$ cat src/rtl/wshb_arb_pkg.sv
// rtl/wshb_arb_pkg.sv - shared types and burst tags for the SDRAM Wishbone arbiter
package wshb_arb_pkg;

    typedef enum logic [1:0] {
        IDLE = 2'd0,
        OWN0 = 2'd1,
        OWN1 = 2'd2
    } arb_state_t;

    localparam logic [2:0] CTI_CLASSIC = 3'b000;
    localparam logic [2:0] CTI_INCR    = 3'b010;
    localparam logic [2:0] CTI_EOB     = 3'b111;

endpackage

$ cat src/rtl/wshb_arb_watchdog.sv
// rtl/wshb_arb_watchdog.sv - counts unanswered owner strobes, flags the cycle that hits TIMEOUT
module wshb_arb_watchdog #(
    parameter int TIMEOUT = 1024
) (
    input  logic sys_clk,
    input  logic sys_rst_n,
    input  logic clr,
    input  logic inc,
    output logic expire
);

    localparam int CW = $clog2(TIMEOUT);

    logic [CW-1:0] count;

    assign expire = inc && (count == CW'(TIMEOUT - 1));

    // Expiry restarts the count so a re-granted master gets a fresh window.
    always_ff @(posedge sys_clk or negedge sys_rst_n) begin
        if (!sys_rst_n) begin
            count <= '0;
        end else if (clr || expire) begin
            count <= '0;
        end else if (inc) begin
            count <= count + 1'b1;
        end
    end

endmodule

$ cat src/rtl/wshb_sdram_arbiter.sv
// rtl/wshb_sdram_arbiter.sv - round-robin two-master Wishbone arbiter in front of the SDRAM slave
module wshb_sdram_arbiter
    import wshb_arb_pkg::*;
#(
    parameter int ADDR_W     = 32,
    parameter int DATA_BYTES = 4,
    parameter int TIMEOUT    = 1024
) (
    input  logic                    sys_clk,
    input  logic                    sys_rst_n,
    input  logic                    m0_cyc,
    input  logic                    m0_stb,
    input  logic                    m0_we,
    input  logic [ADDR_W-1:0]       m0_adr,
    input  logic [8*DATA_BYTES-1:0] m0_dat_ms,
    input  logic [DATA_BYTES-1:0]   m0_sel,
    input  logic [2:0]              m0_cti,
    input  logic [1:0]              m0_bte,
    output logic [8*DATA_BYTES-1:0] m0_dat_sm,
    output logic                    m0_ack,
    output logic                    m0_err,
    output logic                    m0_rty,
    input  logic                    m1_cyc,
    input  logic                    m1_stb,
    input  logic                    m1_we,
    input  logic [ADDR_W-1:0]       m1_adr,
    input  logic [8*DATA_BYTES-1:0] m1_dat_ms,
    input  logic [DATA_BYTES-1:0]   m1_sel,
    input  logic [2:0]              m1_cti,
    input  logic [1:0]              m1_bte,
    output logic [8*DATA_BYTES-1:0] m1_dat_sm,
    output logic                    m1_ack,
    output logic                    m1_err,
    output logic                    m1_rty,
    output logic                    s_cyc,
    output logic                    s_stb,
    output logic                    s_we,
    output logic [ADDR_W-1:0]       s_adr,
    output logic [8*DATA_BYTES-1:0] s_dat_ms,
    output logic [DATA_BYTES-1:0]   s_sel,
    output logic [2:0]              s_cti,
    output logic [1:0]              s_bte,
    input  logic [8*DATA_BYTES-1:0] s_dat_sm,
    input  logic                    s_ack,
    input  logic                    s_err,
    input  logic                    s_rty,
    output logic [1:0]              grant
);

    arb_state_t state;
    logic       last_owner;
    logic       own0, own1;
    logic       own_cyc, own_stb;
    logic       term, wd_inc, wd_expire;

    assign own0 = (state == OWN0);
    assign own1 = (state == OWN1);
    assign term = s_ack | s_err | s_rty;

    always_comb begin
        own_cyc  = 1'b0;
        own_stb  = 1'b0;
        s_we     = 1'b0;
        s_adr    = '0;
        s_dat_ms = '0;
        s_sel    = '0;
        s_cti    = '0;
        s_bte    = '0;
        if (own0) begin
            own_cyc  = m0_cyc;
            own_stb  = m0_stb;
            s_we     = m0_we;
            s_adr    = m0_adr;
            s_dat_ms = m0_dat_ms;
            s_sel    = m0_sel;
            s_cti    = m0_cti;
            s_bte    = m0_bte;
        end else if (own1) begin
            own_cyc  = m1_cyc;
            own_stb  = m1_stb;
            s_we     = m1_we;
            s_adr    = m1_adr;
            s_dat_ms = m1_dat_ms;
            s_sel    = m1_sel;
            s_cti    = m1_cti;
            s_bte    = m1_bte;
        end
    end

    assign wd_inc = own_cyc & own_stb & ~term;

    wshb_arb_watchdog #(.TIMEOUT(TIMEOUT)) u_watchdog (
        .sys_clk   (sys_clk),
        .sys_rst_n (sys_rst_n),
        .clr       (~wd_inc),
        .inc       (wd_inc),
        .expire    (wd_expire)
    );

    // The owner's cyc gates the slave strobe so a dropped cycle ends on the slave immediately.
    assign s_cyc = own_cyc & ~wd_expire;
    assign s_stb = own_cyc & own_stb & ~wd_expire;

    assign m0_dat_sm = own0 ? s_dat_sm : '0;
    assign m0_ack    = own0 & s_ack;
    assign m0_err    = own0 & (s_err | wd_expire);
    assign m0_rty    = own0 & s_rty;
    assign m1_dat_sm = own1 ? s_dat_sm : '0;
    assign m1_ack    = own1 & s_ack;
    assign m1_err    = own1 & (s_err | wd_expire);
    assign m1_rty    = own1 & s_rty;

    always_ff @(posedge sys_clk or negedge sys_rst_n) begin
        if (!sys_rst_n) begin
            state      <= IDLE;
            last_owner <= 1'b1;
            grant      <= 2'b00;
        end else begin
            case (state)
                IDLE: begin
                    if (m0_cyc && (!m1_cyc || last_owner)) begin
                        state <= OWN0;
                        grant <= 2'b01;
                    end else if (m1_cyc) begin
                        state <= OWN1;
                        grant <= 2'b10;
                    end
                end
                OWN0: begin
                    if (wd_expire || !m0_cyc) begin
                        last_owner <= 1'b0;
                        if (m1_cyc && !wd_expire) begin
                            state <= OWN1;
                            grant <= 2'b10;
                        end else begin
                            state <= IDLE;
                            grant <= 2'b00;
                        end
                    end
                end
                OWN1: begin
                    if (wd_expire || !m1_cyc) begin
                        last_owner <= 1'b1;
                        if (m0_cyc && !wd_expire) begin
                            state <= OWN0;
                            grant <= 2'b01;
                        end else begin
                            state <= IDLE;
                            grant <= 2'b00;
                        end
                    end
                end
                default: begin
                    state <= IDLE;
                    grant <= 2'b00;
                end
            endcase
        end
    end

endmodule

$ cat config.mk
export PLATFORM = sky130hd
export DESIGN_NAME = wshb_sdram_arbiter
export DESIGN_NICKNAME = d
export VERILOG_FILES = /design/src/rtl/wshb_arb_pkg.sv /design/src/rtl/wshb_arb_watchdog.sv /design/src/rtl/wshb_sdram_arbiter.sv
export SDC_FILE = /design/constraint.sdc
export NUM_CORES = 1
export LEC_CHECK = 0
export BUFFER_PORTS_ARGS = -buffer_cell sky130_fd_sc_hd__buf_2
export CORE_AREA = 2 2 132 134
export DETAILED_ROUTE_END_ITERATION = 6
export DIE_AREA = 0 0 134 136
export HOLD_SLACK_MARGIN = 0.12
export PLACE_DENSITY_LB_ADDON = 0.3
export RECOVER_POWER = 50
export SYNTH_ARGS = -nofsm -noshare
export SYNTH_HDL_FRONTEND = slang
export SYNTH_HIERARCHICAL = 1
export SYNTH_SLANG_ARGS = --single-unit
$ cat constraint.sdc
create_clock -name sys_clk -period 2.26 [get_ports sys_clk]
set_input_delay 0.226 -clock sys_clk [delete_from_list [all_inputs] [get_ports sys_clk]]
set_output_delay 0.226 -clock sys_clk [all_outputs]
set_load 0.1 [all_outputs]
# [Word level (Yosys, flattened, before mapping)]
# Index checks and enable logic that the tools add are counted.
# W data, S select, Z words.
[op_classes] add_sub_neg=1 mul=0 div=0 n_lt_le_gt_ge=0 eq_ne=6 shifts=0 muxes=30 bitwise_logic=16 n_reduce_logical=16
[op_table] op="$mux W32" count=6
[op_table] op="$mux W10" count=2
[op_table] op="$mux W2" count=7
[op_table] op="$add A10 B1 Y10 const B" count=1
[op_table] op="$and A1 B1 Y1" count=10
[op_table] op="$eq A10 B10 Y1 const B" count=1
[op_table] op="$mux W1" count=9
[op_table] op="$mux W4" count=2
[op_table] op="$mux W3" count=2
[op_table] op="$pmux W2 S3" count=1
[op_table] op="$reduce_and A3 Y1" count=2
[op_table] op="$logic_and A1 B1 Y1" count=4
[op_table] op="$logic_or A1 B1 Y1" count=4
[op_table] op="$ne A2 B1 Y1 const B" count=2
[op_table] op="$reduce_bool A2 Y1" count=2
[op_table] op="$logic_not A1 Y1" count=3
[op_table] op="$ne A3 B3 Y1 const B" count=1
[op_table] op="$not A1 Y1" count=3
[op_table] op="$or A1 B1 Y1" count=3
[op_table] op="$eq A2 B1 Y1 const B" count=1
[op_table] op="$eq A2 B2 Y1 const B" count=1
[op_table] op="$logic_not A2 Y1" count=1
[op_table] op="$pmux W1 S2" count=1
[word_totals] regBits=13 latch_bits=0 mem_bits_rw=0 rom_bits=0 out_inout_bits=148 word_cells=72 memories=0

# [Depth between registers and ports, before layout]
[logic_depth] ltp_word=11 mapped_depth=10 ltp_nobuf=8

# [Cells and area by module]
# Netlist, hierarchy kept.
[modules_own_cells] module="wshb_sdram_arbiter" instances=1 cells_each=201 area_each_um2=1470.2
[modules_own_cells] module="wshb_arb_watchdog" instances=1 cells_each=50 area_each_um2=528.0

# [Worst setup path after synthesis]
# No wires, ideal clock.
[synth_path] kind="reg-to-output" start="reg state[1]" end="out m0_err" arrival_time_ns=3.514 path_slack_ns=-1.480 path_stages_with_launch=9 n_path_buf=2 path_cell_list="dfrtp_1 > buf_2 > and4b_1 > a31oi_1 > nor4_1 > buf_6 > nand4_2 > nor4_1 > o21a_1"
[synth_between] elab_chain_len=8 elab_cells_between_ends=11 cone_classes="eq/ne: 2; mux: 4; bitwise: 4; reduce/logical: 1"
[synth_lines] item="start: declaration" line_no="wshb_sdram_arbiter.sv:50" source="arb_state_t state;"
[synth_lines] item="start signal: assignment" line_no="wshb_sdram_arbiter.sv:115" source="state <= IDLE;"
[synth_lines] item="start signal: assignment" line_no="wshb_sdram_arbiter.sv:122" source="state <= OWN0;"
[synth_lines] item="start signal: assignment" line_no="wshb_sdram_arbiter.sv:125" source="state <= OWN1;"
[synth_lines] item="$eq A2 B2 Y1" line_no="wshb_sdram_arbiter.sv:57" source="assign own1 = (state == OWN1);"
[synth_lines] item="$mux W1" line_no="wshb_sdram_arbiter.sv:78" source="end else if (own1) begin"
[synth_lines] item="$mux W1" line_no="wshb_sdram_arbiter.sv:69" source="if (own0) begin"
[synth_lines] item="$and A1 B1 Y1 * (2 in a row)" line_no="wshb_sdram_arbiter.sv:90" source="assign wd_inc = own_cyc & own_stb & ~term;"
[synth_lines] item="named net wd_inc" line_no="wshb_sdram_arbiter.sv:54" source="logic term, wd_inc, wd_expire;"
[synth_lines] item="$logic_and A1 B1 Y1 *" line_no="wshb_arb_watchdog.sv:16" source="assign expire = inc && (count == CW'(TIMEOUT - 1));"
[synth_lines] item="named net wd_expire" line_no="wshb_sdram_arbiter.sv:54"
[synth_lines] item="$or A1 B1 Y1 *" line_no="wshb_sdram_arbiter.sv:106" source="assign m0_err = own0 & (s_err | wd_expire);"
[synth_lines] item="$and A1 B1 Y1 *" line_no="wshb_sdram_arbiter.sv:106"
[synth_lines] item="end: declaration" line_no="wshb_sdram_arbiter.sv:21" source="output logic m0_err,"
# Mark *: on every way through the listed nets, which the timed path passes. The rest lies on a longest branch.

# [Worst setup path in the final report]
[layout_path] start="reg state[0]" end="out m0_err"
# The elaborated chain is that of the path after synthesis.

==> impl_metrics.tcl <==
set metrics [dict create \
    status "complete, but fails checks" \
    violations "negative setup slack" \
    io_pins 337 \
    num_vias 3248 \
    grt_setup_unrepaired "yes" \
    clk_pin_slew_worst_paths_ps 40 \
    dp_hpwl_mm 11.45 \
    synth_warnings 6 \
    syn_nets 441 \
    crit_family "simple AND/OR/NAND/NOR gates" \
    fmax_mhz 432.0 \
    antenna_found_initial 3 \
    clock_path_buffers 2 \
    cp.required_ps 2030 \
    fin_nets 777 \
    floorplan.initialDensity 0.1184 \
    synth.distinct_cells 34 \
    power.density_nw_per_um2 1474 \
    min_period_ps 2315 \
    post-route-drc-count 0 \
    syn_area_per_cell_sq_um 7.961 \
    setup_viol_count_final 12 \
    wl_per_cell_um 17.29 \
    ir_drop_mv 0.6298 \
    fin_crit_sh 1.024 \
    finalCoreUtilization 0.3183 \
    worstSkewPairLatency_ps 240 \
    grt_max_degree 64 \
    relSlewSlack 0.1844 \
    coreArea_sq_um 16880 \
    hp-class "in2reg" \
    via_per_inst 4.000 \
    slowest_delay_ps 460 \
    tns_ps -206.2 \
    grt_pass1_wl_mm 18.60 \
    clock-sinks 13 \
    synthesis.area_sq_um 1998 \
    chipHeight_um 136 \
    fin_skew_ps 2.427 \
    fin_hold_ws_ps 271.3 \
    htreeDepth 1 \
    drv_slew 0 \
    crit_chain "and4b_1 -> a31oi_2 -> nor4_2 -> buf_4 -> nand4_4 -> nor4_4 -> buf_6 -> o21a_4 -> buf_12" \
    crit_type "reg2out" \
    path_buf_inv 3 \
    power.leakage_nw 2.749 \
    wl_mm 14.04 \
    die_area_sq_um 18220 \
    root_buffer "clkbuf_16" \
    overflow 0 \
    dr.pass1.iters 5 \
    report.final.hold_viol_count 0 \
    port_buffers 336 \
    crit_arrival_ps 2090 \
    fp.dieW_um 134 \
    setup_ws_ps -54.90 \
    synth_top_area_frac 0.3244 \
    path_max_fanout 4 \
    end_kind "primary output" \
    ys_ff_latch 13 \
    antenna_left 0 \
    syn_to_final_growth_pct 168.8 \
    grt_pass1_vias 2975 \
    std_cell_rows 48 \
    drive_above_1_share 0.7423 \
    cts_tree "done" \
    yosysSeqAreaShare 0.1634 \
    worstMarginPinSlew_ps 1229 \
    critPathSlowestCell "dfrtp_4" \
    synthTopCellsByArea "a22o_1 (32%), and2_1 (21%), dfrtp_1 (15%), buf_2 (3.8%), a21oi_1 (2.3%)" \
    initialDrtViolationCount 100 \
    maxCapViolations 0 \
    gp_congestion 0.7559 \
    cp-start-kind "flop" \
    grtUsageTotal 0.1332 \
    cts_made_buffers 3 \
    postSynthCellCount 251 \
    synth_top_area_cell "a22o_1" \
]
## power breakdown
part	internal [mW]	leakage, nW	switching [mW]
sequential	0.266	0.173	0.0155
clock	0.237	0.0382	0.0892
combinational	2.06	2.54	5.25
## cell type report
cell class,instances,area [sq um]
multi-input combinational,208,1660
antenna,1,2.502
clock buffer,4,78.83
timing repair buffer,358,3003
sequential,13,334.1
fill,1775,11500
inverter,3,11.26
tap,225,281.5
## cell usage in the layout, fill, tap and decap left out, drive strengths merged, types with 2 or more instances in the layout
master / instances
buf: 353
a22o: 74
and2: 68
dfrtp: 12
nand2: 9
a21oi: 9
nor2: 9
clkbuf: 8
o21ai: 6
or4: 4
nor2b: 4
nand4: 4
inv: 3
xor2: 3
o31ai: 3
o21a: 2
or3: 2
nor4: 2
## cell families (layout without fill, tap and decap cells)
logic type,count (synthesis),after routing,synth area share
xor+xnor,4,4,0.01754
other cells,0,1,0
buf+inv,30,365,0.08516
flops,13,13,0.1634
compound gates,97,97,0.4014
mux,1,1,0.005010
fa+ha+maj,1,1,0.006261
simple gates,105,105,0.3212
## synthesized netlist by cell type, drive strengths merged
cell     n
nor2b    4
clkbuf   6
xor2     3
nor2     9
nand4    4
o21ai    6
or3      2
nand3b   1
ha       1
and2    68
nand2b   1
nor4     2
dfrtp   12
a21oi    9
or4      4
and4b    1
a22o    74
o21a     2
o31ai    3
a31oi    1
buf     21
mux2i    1
nand2    9
dfstp    1
o21bai   1
xnor2    1
inv      3
o41ai    1
## routing by layer
metal  part of all wire  global-route usage  vias up  wire, um
met5                  0                   0        -         0
met4             0.0090             0.01418        0       127
met3              0.096             0.02759        4      1355
met2               0.46              0.2054      170      6427
met1               0.44              0.1958     1469      6132
li1                   -                   -     1605         -
## stage by stage
step | instances | setup WS [ps] | instance area [sq um] | power [mW]
finish | 812 | -54.90 | 5371 | 7.917
global route | 811 | -173.2 | 5369 | 8.128
CTS | 808 | -166.3 | 5339 | 7.926
detailed placement | 800 | -14.87 | 5191 | 7.528
global placement | 800 | 77.46 | 5191 | 7.556
floorplan | 251 | -416.5 | 2157 | 5.405
## sequential cells by signal (all words and copies together), names as in the netlist
signal            cells
state                 2
u_watchdog/count     10
last_owner            1
## path summary, 6_finish.rpt
| check | start | endpoint | slack (ps) | cells past startpoint |
|---|---|---|---|---|
| setup / recovery | state[0] | m0_err | -50 | 9 |
| hold / removal | m0_cyc | state[0] | 270 | 3 |
| setup reg to reg | state[0] | u_watchdog/count[9] | 70 | 8 |
| hold reg to reg | last_owner | last_owner | 520 | 2 |
| max in group asynchronous | sys_rst_n | state[1] | 1140 | 2 |
| min in group asynchronous | sys_rst_n | state[0] | 580 | 2 |
## worst reg2reg max path, cell delays in order (launching register included)
cell and delay, ps:
dfrtp_4 460, and4b_1 260, a31oi_2 50, nor4_2 170
buf_4 170, buf_4 140, nand4_2 160, or4_4 540
a21oi_1 160
## repair_timing
| action | in CTS | in global routing |
|---|---|---|
| hold buffers | 1 | 0 |
| gates resized for setup | 10 | 1 |
| cloned | 0 | 1 |
| buffers inserted | 3 | 2 |
| pin swaps | 3 | 1 |
| setup endpoints to repair | 5 | 10 |
| hold endpoints to repair | 12 | 0 |
(Power assumes the default switching activity.)
